## src/rtl/arb_pkg.sv

```systemverilog
// Shared types and sizing helpers for the weighted round-robin burst arbiter.
package arb_pkg;

  typedef enum logic {IDLE = 1'b0, GRANT = 1'b1} state_t;

  function automatic int clog2(input int v);
    int r;
    r = 0;
    while ((1 << r) < v) r++;
    return r;
  endfunction

  // Index width never drops to zero so a single-channel build still has a port.
  function automatic int idx_width(input int w);
    return (w > 1) ? clog2(w) : 1;
  endfunction

  function automatic int cnt_width(input int bm);
    return clog2(bm + 1);
  endfunction

  localparam int BURST_MAX_DEF = 16;
  localparam int CNT_W_DEF     = cnt_width(BURST_MAX_DEF);

endpackage

```

## src/rtl/rr_pick.sv

```systemverilog
// Rotating priority encoder: first set mask bit after pointer, wrapping.
module rr_pick import arb_pkg::*; #(
  parameter int WIDTH = 6,
  parameter int IW    = 3
) (
  input  logic [WIDTH-1:0] mask,
  input  logic [IW-1:0]    pointer,
  output logic [WIDTH-1:0] grant,
  output logic [IW-1:0]    index,
  output logic             any
);

  int j;

  always_comb begin
    grant = '0;
    index = '0;
    any   = 1'b0;
    j     = 0;
    for (int k = 1; k <= WIDTH; k++) begin
      j = int'(pointer) + k;
      if (j >= WIDTH) j = j - WIDTH;
      if (!any && mask[j]) begin
        any      = 1'b1;
        grant[j] = 1'b1;
        index    = IW'(j);
      end
    end
  end

endmodule

```

## src/rtl/wrr_burst_arbiter.sv

```systemverilog
// Merges per-source FWFT FIFOs into one registered valid/ready stream with
// runtime enables, a per-grant burst limit and hold-to-keep-ownership.
module wrr_burst_arbiter import arb_pkg::*; #(
  parameter int WIDTH     = 6,
  parameter int DSIZE     = 32,
  parameter int BURST_MAX = 16
) (
  input  logic                        CLK,
  input  logic                        RST_B,
  input  logic [WIDTH-1:0]            CHANNEL_EN,
  input  logic [WIDTH-1:0]            WRITE_REQ,
  input  logic [WIDTH-1:0]            HOLD_REQ,
  input  logic [WIDTH*DSIZE-1:0]      DATA_IN,
  output logic [WIDTH-1:0]            READ_GRANT,
  input  logic                        READY_IN,
  output logic                        WRITE_OUT,
  output logic [DSIZE-1:0]            DATA_OUT,
  output logic [idx_width(WIDTH)-1:0] ACTIVE_CH,
  output logic                        BUSY
);

  localparam int IW = idx_width(WIDTH);
  localparam int CW = cnt_width(BURST_MAX);
  localparam logic [CW-1:0] CNT_MAX = CW'(BURST_MAX);

  state_t           state;
  logic [IW-1:0]    owner, ptr;
  logic [WIDTH-1:0] own_oh;
  logic [CW-1:0]    cnt, cnt_nxt;

  logic [WIDTH-1:0] elig, pick_grant;
  logic [IW-1:0]    pick_idx;
  logic             pick_any;
  logic             own_en, own_req, own_hold, pop, rel;

  assign elig = WRITE_REQ & CHANNEL_EN;

  rr_pick #(.WIDTH(WIDTH), .IW(IW)) u_pick (
    .mask    (elig),
    .pointer (ptr),
    .grant   (pick_grant),
    .index   (pick_idx),
    .any     (pick_any)
  );

  assign own_en   = CHANNEL_EN[owner];
  assign own_req  = WRITE_REQ[owner];
  assign own_hold = HOLD_REQ[owner];

  // A full output register that is not draining blocks the pop.
  assign pop = (state == GRANT) & own_req & own_en & (~WRITE_OUT | READY_IN)
             & ((cnt < CNT_MAX) | own_hold);

  assign cnt_nxt = (pop && (cnt != CNT_MAX)) ? cnt + CW'(1) : cnt;

  // Disable wins over hold; otherwise hold suppresses empty and burst-limit release.
  assign rel = ~own_en | (~own_hold & (~own_req | (cnt_nxt == CNT_MAX)));

  assign READ_GRANT = own_oh & {WIDTH{pop}};

  always_ff @(posedge CLK or negedge RST_B) begin
    if (!RST_B) begin
      state     <= IDLE;
      owner     <= '0;
      own_oh    <= '0;
      ptr       <= IW'(WIDTH - 1);
      cnt       <= '0;
      WRITE_OUT <= 1'b0;
      DATA_OUT  <= '0;
      ACTIVE_CH <= '0;
      BUSY      <= 1'b0;
    end else begin
      if (pop) begin
        DATA_OUT  <= DATA_IN[owner*DSIZE +: DSIZE];
        WRITE_OUT <= 1'b1;
      end else if (WRITE_OUT && READY_IN) begin
        WRITE_OUT <= 1'b0;
      end

      case (state)
        IDLE: begin
          if (pick_any) begin
            owner     <= pick_idx;
            own_oh    <= pick_grant;
            ACTIVE_CH <= pick_idx;
            cnt       <= '0;
            BUSY      <= 1'b1;
            state     <= GRANT;
          end
        end
        GRANT: begin
          cnt <= cnt_nxt;
          if (rel) begin
            ptr   <= owner;
            BUSY  <= 1'b0;
            state <= IDLE;
          end
        end
        default: state <= IDLE;
      endcase
    end
  end

endmodule
```

## config.mk

```make
export PLATFORM = sky130hd
export DESIGN_NAME = wrr_burst_arbiter
export DESIGN_NICKNAME = d
export VERILOG_FILES = /design/src/rtl/arb_pkg.sv /design/src/rtl/rr_pick.sv /design/src/rtl/wrr_burst_arbiter.sv
export SDC_FILE = /design/constraint.sdc
export NUM_CORES = 1
export LEC_CHECK = 0
export CORE_MARGIN = 2
export CORE_UTILIZATION = 42
export DETAILED_ROUTE_END_ITERATION = 8
export PLACE_DENSITY = 0.83
export RECOVER_POWER = 100
export SETUP_SLACK_MARGIN = 0.02
export SLEW_MARGIN = 20
export SYNTH_ARGS = -nofsm -noshare
export SYNTH_HDL_FRONTEND = slang
export SYNTH_SLANG_ARGS = --single-unit
export TNS_END_PERCENT = 1
```

## constraint.sdc

```tcl
create_clock -name CLK -period 5.5 [get_ports CLK]
set_clock_uncertainty 0.1 [all_clocks]
set_input_delay 1.1 -clock CLK [delete_from_list [all_inputs] [get_ports CLK]]
set_output_delay 1.1 -clock CLK [all_outputs]
set_load 0.03 [all_outputs]
```

Yosys cells after proc, flatten, opt, wreduce, memory -nomap -nowiden
Index checks and enable logic that the tools add are counted.
W data, S select, Z words.
Operators by class
  $add $sub $neg: 13
  multiply operators: 0
  divide/modulo/power cells: 0
  $lt $le $gt $ge: 20
  equality and inequality tests: 4
  shift-type cells: 1
  multiplexer cells: 71
  bitwise gates (word level): 21
  reductions and logical operators: 22
Operators by type and width (count)
  $ge A32 B1 Y1 const B: 6
  $ge A32 B4 Y1 const B: 6
  $lt A32 B5 Y1 const B: 6
  $mux W32: 6
  $shiftx A192 B9 Y32: 1
  $sub A32 B4 Y32 const B: 6
  $mux W6: 6
  $mux W1: 33
  $or A6 B6 Y6: 5
  $bmux W1 S3: 9
  $demux W1 S3: 6
  $mux W3: 6
  $logic_and A1 B1 Y1: 13
  $add A3 B3 Y4 const B: 3
  $and A6 B6 Y6: 2
  $mux W5: 2
  $pmux W5 S2: 1
  $add A3 B2 Y4 const B: 2
  $reduce_and A2 Y1: 3
  $add A5 B1 Y5 const B: 1
  $and A1 B1 Y1: 5
  $eq A5 B5 Y1 const B: 1
  $logic_not A1 Y1: 5
  $lt A5 B5 Y1 const B: 1
  other kinds (9): 17
Storage, ports and cells
  register bits after elaboration: 52
  bits in latches: 0
  bits in writable memories: 0
  ROM bits: 0
  bits of input ports: 213
  output and inout bits: 43
  logic and storage cells: 160
  memories: 0

Longest topological paths before layout
  depth after elaboration: 24
  gate-level depth with buffers: 18
  gate-level depth less buffers: 15

By module
A second synthesis with hierarchy kept.
Second synthesis, totals
  cells, all modules: 556
  area, all modules: 5280.1 um^2
Modules (own cells, without submodules)
  wrr_burst_arbiter: instances 1, cells each 355, area an instance 3774.9 um^2, sequential area each 1303.8 um^2
  rr_pick: instances 1, cells each 201, area an instance 1505.2 um^2, sequential area each 0.0 um^2

Worst setup path before layout
OpenSTA, ideal clock, no wires.
  path type: register -> register
  from: register ptr[0]
  to: register own_oh[2]
  setup time: 0.126 ns
  data arrival time: 3.926 ns
  required time: 5.274 ns
  setup slack: 1.348 ns
  cell stages (with the launch flop): 17
  buffers on the path: 5
  period minus slack after synthesis: 4.152 ns
  cell sequence: dfstp_2 buf_2 buf_2 buf_2 clkinv_1 ha_1 ha_1 nand2_1 a21oi_1 mux2_4 or4_1 buf_2 or2_4 o21ai_2 buf_6 nor2_1 a221o_1
Between the ends
  word-level cells in the longest chain between the ends: 23
  elaborated cells between the ends (all ways): 100
  those cells by class: 12 x add/sub; 18 x order compare; 48 x mux; 5 x bitwise; 17 x reduce/logical
RTL lines
  start, declared: line wrr_burst_arbiter.sv:27  | logic [IW-1:0] owner, ptr;
  start signal, assigned: line wrr_burst_arbiter.sv:66  | ptr <= IW'(WIDTH - 1);
  start signal, assigned: line wrr_burst_arbiter.sv:94  | ptr <= owner;
  branches (longest 23 deep; another with $sub A32 B4 Y32)
  end signal, assigned: line wrr_burst_arbiter.sv:84  | own_oh <= pick_grant;
  end, declared: line wrr_burst_arbiter.sv:28  | logic [WIDTH-1:0] own_oh;
Several ways; the timed one is not identified. The select of a mux whose other input is x is not followed.
A chain may end at the register's enable or synchronous reset.

Worst setup path in the final report
  from: register ptr[0]
  to: register owner[2]
Between the ends
  word-level cells in the longest chain between the ends: 23
  elaborated cells between the ends (all ways): 65
  those cells by class: 12 x add/sub; 6 x order compare; 36 x mux; 11 x reduce/logical
RTL lines
  $add A3 B1 Y4: line rr_pick.sv:21  | j = int'(pointer) + k;
  $sub A32 B4 Y32 / $ge A32 B4 Y1 (equally long branches): line rr_pick.sv:22  | if (j >= WIDTH) j = j - WIDTH;
  $mux W32: line rr_pick.sv:22
  $bmux W1 S3: line rr_pick.sv:23  | if (!any && mask[j]) begin
  $mux W1 (implied by the code) (2 in series): line rr_pick.sv:23
  $mux W1: line rr_pick.sv:23
  $logic_not A1 Y1: line rr_pick.sv:23
  $logic_and A1 B1 Y1: line rr_pick.sv:23
  [6 not listed]
  $mux W1: line rr_pick.sv:23
  $logic_not A1 Y1: line rr_pick.sv:23
  $logic_and A1 B1 Y1: line rr_pick.sv:23
  $mux W1: line rr_pick.sv:23
  $logic_not A1 Y1: line rr_pick.sv:23
  $logic_and A1 B1 Y1: line rr_pick.sv:23
  $mux W1: line rr_pick.sv:23
  $reduce_and A2 Y1 (no line)
  end signal, assigned: line wrr_burst_arbiter.sv:83  | owner <= pick_idx;
  end, declared: line wrr_burst_arbiter.sv:27
Parallel ways exist; a longest one is shown, timed or not. The select of a mux whose other input is x is not followed.

==> insert_results.sql <==
INSERT INTO impl_metrics (metric_group, metric, value, unit) VALUES
('outcome', 'status', 'finished with violations', ''),
('outcome', 'violations', 'max-capacitance violations, max-slew violations', ''),
('placed_design', 'gp_congestion', '0.9529', ''),
('global_route', 'grt_resource_usage_total', '0.2748', ''),
('placed_design', 'buffer_ports.inserted', '255', ''),
('hold_path', 'hold-path-endpoint', 'own_oh[5]$_DFFE_PN0P_', ''),
('global_route', 'grt.overflow.total', '0', ''),
('critical_path', 'cp-end-kind', 'flip-flop', ''),
('routing', 'dr.first_iter.drc_count', '409', ''),
('critical_path', 'worstPathCellList', 'buf_4, ha_1, xor2_1, inv_1, ha_1, nand2_1, a21oi_1, mux2_4, or4_1, or2_4, o21ai_2, nor3_1, a221o_1', ''),
('critical_path', 'path_max_fanout', '28', ''),
('synthesis', 'yosys_most_used_dff', 'sky130_fd_sc_hd__dfrtp_1', ''),
('timing', 'timing_worst_slew_pin_value', '2.739', 'ns'),
('die', 'coreArea', '12110', 'sq um'),
('cts', 'cts_inserted_buffers', '5', ''),
('synthesis', 'synthTopCellsByArea', 'sky130_fd_sc_hd__dfrtp_1 24%, sky130_fd_sc_hd__mux4_2 15%, sky130_fd_sc_hd__mux2_2 7.7%', ''),
('routing', 'post-route-drc-count', '0', ''),
('synthesis', 'synth_enable_flop_cells', '0', ''),
('final_layout', 'fillers', '996', ''),
('final_layout', 'final_net_count', '1025', ''),
('critical_path', 'critPathSlowestCell', 'sky130_fd_sc_hd__or4_1', ''),
('synthesis', 'synth.cell_area', '5256', 'sq um'),
('cts', 'ctsResizeCount', '0', ''),
('power', 'total_power', '4.987', 'mW'),
('cts', 'clk-insertion-delay-late', '0.29', 'ns'),
('cts', 'clock_sink_count', '52', ''),
('synthesis', 'synth-seq-cells', '52', ''),
('critical_path', 'reg2reg_to', 'owner[2]$_DFFE_PN0P_', ''),
('global_route', 'grt_pass1_vias', '5727', ''),
('critical_path', 'slowest_delay', '0.70', 'ns'),
('die', 'row_count', '40', ''),
('timing', 'post-route-period-util', '0.8860', ''),
('cts', 'post_cts_repair_timing_setup_buffer_count', '0', ''),
('die', 'chipHeight', '115.9', 'microns'),
('die', 'start_util', '0.4340', ''),
('cts', 'cts_buffer_depth', '2', ''),
('critical_path', 'rr_worst_depth', '13', ''),
('cts', 'clk_pin_slew_worst_paths', '0.07', 'ns'),
('routing', 'wire_per_inst', '20.07', 'microns'),
('die', 'die_w', '115.9', 'microns'),
('power', 'worst_ir_drop_vdd', '509.6', 'uV'),
('synthesis', 'postSynth.asyncResetShare', '1.000', ''),
('run', 'cap_violations', '1', ''),
('timing', 'timing.final.max_slew_violations', '53', ''),
('routing', 'postRouteAntennaNets', '0', ''),
('timing', 'layout_min_cycle_time', '4.873', 'ns'),
('synthesis', 'yosys.area.top_type_share', '0.2380', ''),
('timing', 'max-slew-margin-rel', '-0.8257', ''),
('power', 'cell_area_power_density', '619.2', 'nW/um^2'),
('cts', 'htreeDepth', '2', ''),
('timing', 'grt_setup_unrepaired', 'no', ''),
('critical_path', 'critPathBufInv', '2', ''),
('timing', 'hold_viol', '0', ''),
('routing', 'dr_total_vias', '5669', ''),
('hold_path', 'min-delay-start', 'own_oh[5]$_DFFE_PN0P_', ''),
('routing', 'firstDrtPassIters', '5', ''),
('critical_path', 'setup.worst_path.start_class', 'flip-flop', ''),
('critical_path', 'r2r_setup_slack', '0.63', 'ns'),
('timing', 'fin_ws', '0.6272', 'ns'),
('timing', 'finalSetupTns', '0', 'ns'),
('global_route', 'maximum_number_of_pins_on_one_net_before_global_route_repair', '53', ''),
('final_layout', 'post_route_cells_drive_above_1_share', '0.1466', ''),
('power', 'power_leakage', '3.124', 'nW'),
('placed_design', 'numPlacedInstances', '951', ''),
('synthesis', 'synth_top_area_cell', 'sky130_fd_sc_hd__dfrtp_1', ''),
('timing', 'max_clock_freq', '0.2052', 'GHz'),
('cts', 'cts_root_buf', 'sky130_fd_sc_hd__clkbuf_16', ''),
('timing', 'setup_violations', '0', ''),
('cts', 'hold_buffers', '0', ''),
('routing', 'detail_route.vias_per_cell', '5.911', ''),
('synthesis', 'synth_seq_area_share', '0.2480', '');
-- routing by layer --
layer,part of all wire,vias up,track usage
met5,0,-,0
met4,0.031,0,0.09603
li1,-,2605,-
met1,0.38,2734,0.3212
met2,0.50,279,0.4928
met3,0.088,51,0.06590
-- through the flow --
step                      cell area, sq um    util  hold slack, ns
after detailed placement              7934  0.6551          0.3831
final                                 8054  0.6650          0.3979
after CTS                             8102  0.6689          0.4001
after global placement                7934  0.6551          0.3656
after floorplan                       5260       -          0.3403
after global routing                  8054  0.6650          0.4235
-- registers in the layout, indices dropped and copies added, names as in the netlist --
register   cells
ptr            3
WRITE_OUT      1
state          1
own_oh         6
DATA_OUT      32
cnt            5
owner          3
BUSY           1
-- logic make-up after synthesis --
family,synth area share
AOI/OAI and AO/OA,0.2226
xor gates and xnor gates,0.01785
adders and majority gates,0.05237
buffers and inverters,0.04951
DFF,0.2480
muxes,0.2433
other,0.0007134
and+or+nand+nor,0.1657
-- worst max path at each step --
stage                                   from                     to  slack, ns  cells past startpoint
after detailed placement         HOLD_REQ[3]          READ_GRANT[2]       0.89                      6
after CTS                        HOLD_REQ[3]          READ_GRANT[2]       0.89                      6
after floorplan           ptr[0]$_DFFE_PN1P_  own_oh[2]$_DFFE_PN0P_       1.35                     16
after global placement           HOLD_REQ[3]          READ_GRANT[5]       0.92                      6
after global routing      ptr[0]$_DFFE_PN1P_   owner[2]$_DFFE_PN0P_       0.34                     13
final                     ptr[0]$_DFFE_PN1P_   owner[2]$_DFFE_PN0P_       0.63                     13
-- cell type report --
cell class / count / area, sq um / area share
tap: 168 / 210.2 / 0.02610
timing repair buffer: 265 / 2614 / 0.3245
multi-input combinational: 443 / 3667 / 0.4553
clock inverter: 2 / 38.79 / 0.004816
sequential: 52 / 1309 / 0.1625
clock buffer: 6 / 128.9 / 0.01600
inverter: 23 / 86.33 / 0.01072
-- cells in the final DEF (no fill, tap or decap), types with 4 or more instances in the layout --
cell type / Yosys / layout
sky130_fd_sc_hd__nand3b_1: 5 / 5
sky130_fd_sc_hd__dlygate4sd3_1: 0 / 43
sky130_fd_sc_hd__nand2_1: 40 / 40
sky130_fd_sc_hd__a21oi_1: 48 / 48
sky130_fd_sc_hd__a211oi_1: 4 / 4
sky130_fd_sc_hd__mux2i_1: 7 / 7
sky130_fd_sc_hd__a311oi_1: 4 / 4
sky130_fd_sc_hd__nand4_1: 5 / 5
sky130_fd_sc_hd__clkdlybuf4s50_1: 0 / 211
sky130_fd_sc_hd__a21o_1: 4 / 4
sky130_fd_sc_hd__o31ai_1: 3 / 4
sky130_fd_sc_hd__xnor2_1: 5 / 5
sky130_fd_sc_hd__inv_1: 19 / 20
sky130_fd_sc_hd__mux2_2: 36 / 36
sky130_fd_sc_hd__nor4_1: 10 / 10
sky130_fd_sc_hd__ha_1: 22 / 22
sky130_fd_sc_hd__o21ai_0: 16 / 16
sky130_fd_sc_hd__mux4_2: 35 / 35
sky130_fd_sc_hd__buf_4: 1 / 7
sky130_fd_sc_hd__nor3_1: 14 / 16
sky130_fd_sc_hd__nand3_1: 10 / 10
sky130_fd_sc_hd__and3_1: 7 / 7
sky130_fd_sc_hd__clkbuf_16: 0 / 5
sky130_fd_sc_hd__a22oi_1: 33 / 33
sky130_fd_sc_hd__and2_1: 9 / 9
sky130_fd_sc_hd__dfrtp_1: 50 / 48
sky130_fd_sc_hd__nor2_1: 50 / 50
-- worst min-delay path, cell delays in order, from the launching register on --
cell,delay (ns)
sky130_fd_sc_hd__dfrtp_1,0.36
sky130_fd_sc_hd__nand2_1,0.05
sky130_fd_sc_hd__o31ai_1,0.05
-- power breakdown --
group          internal [mW]  total (mW)  switching, mW
Combinational           1.63        3.88           2.25
Sequential             0.572       0.754          0.182
Clock                  0.217       0.353          0.136
Total                   2.42        4.99           2.57
No activity file was read; power rests on OpenSTA's default activity.
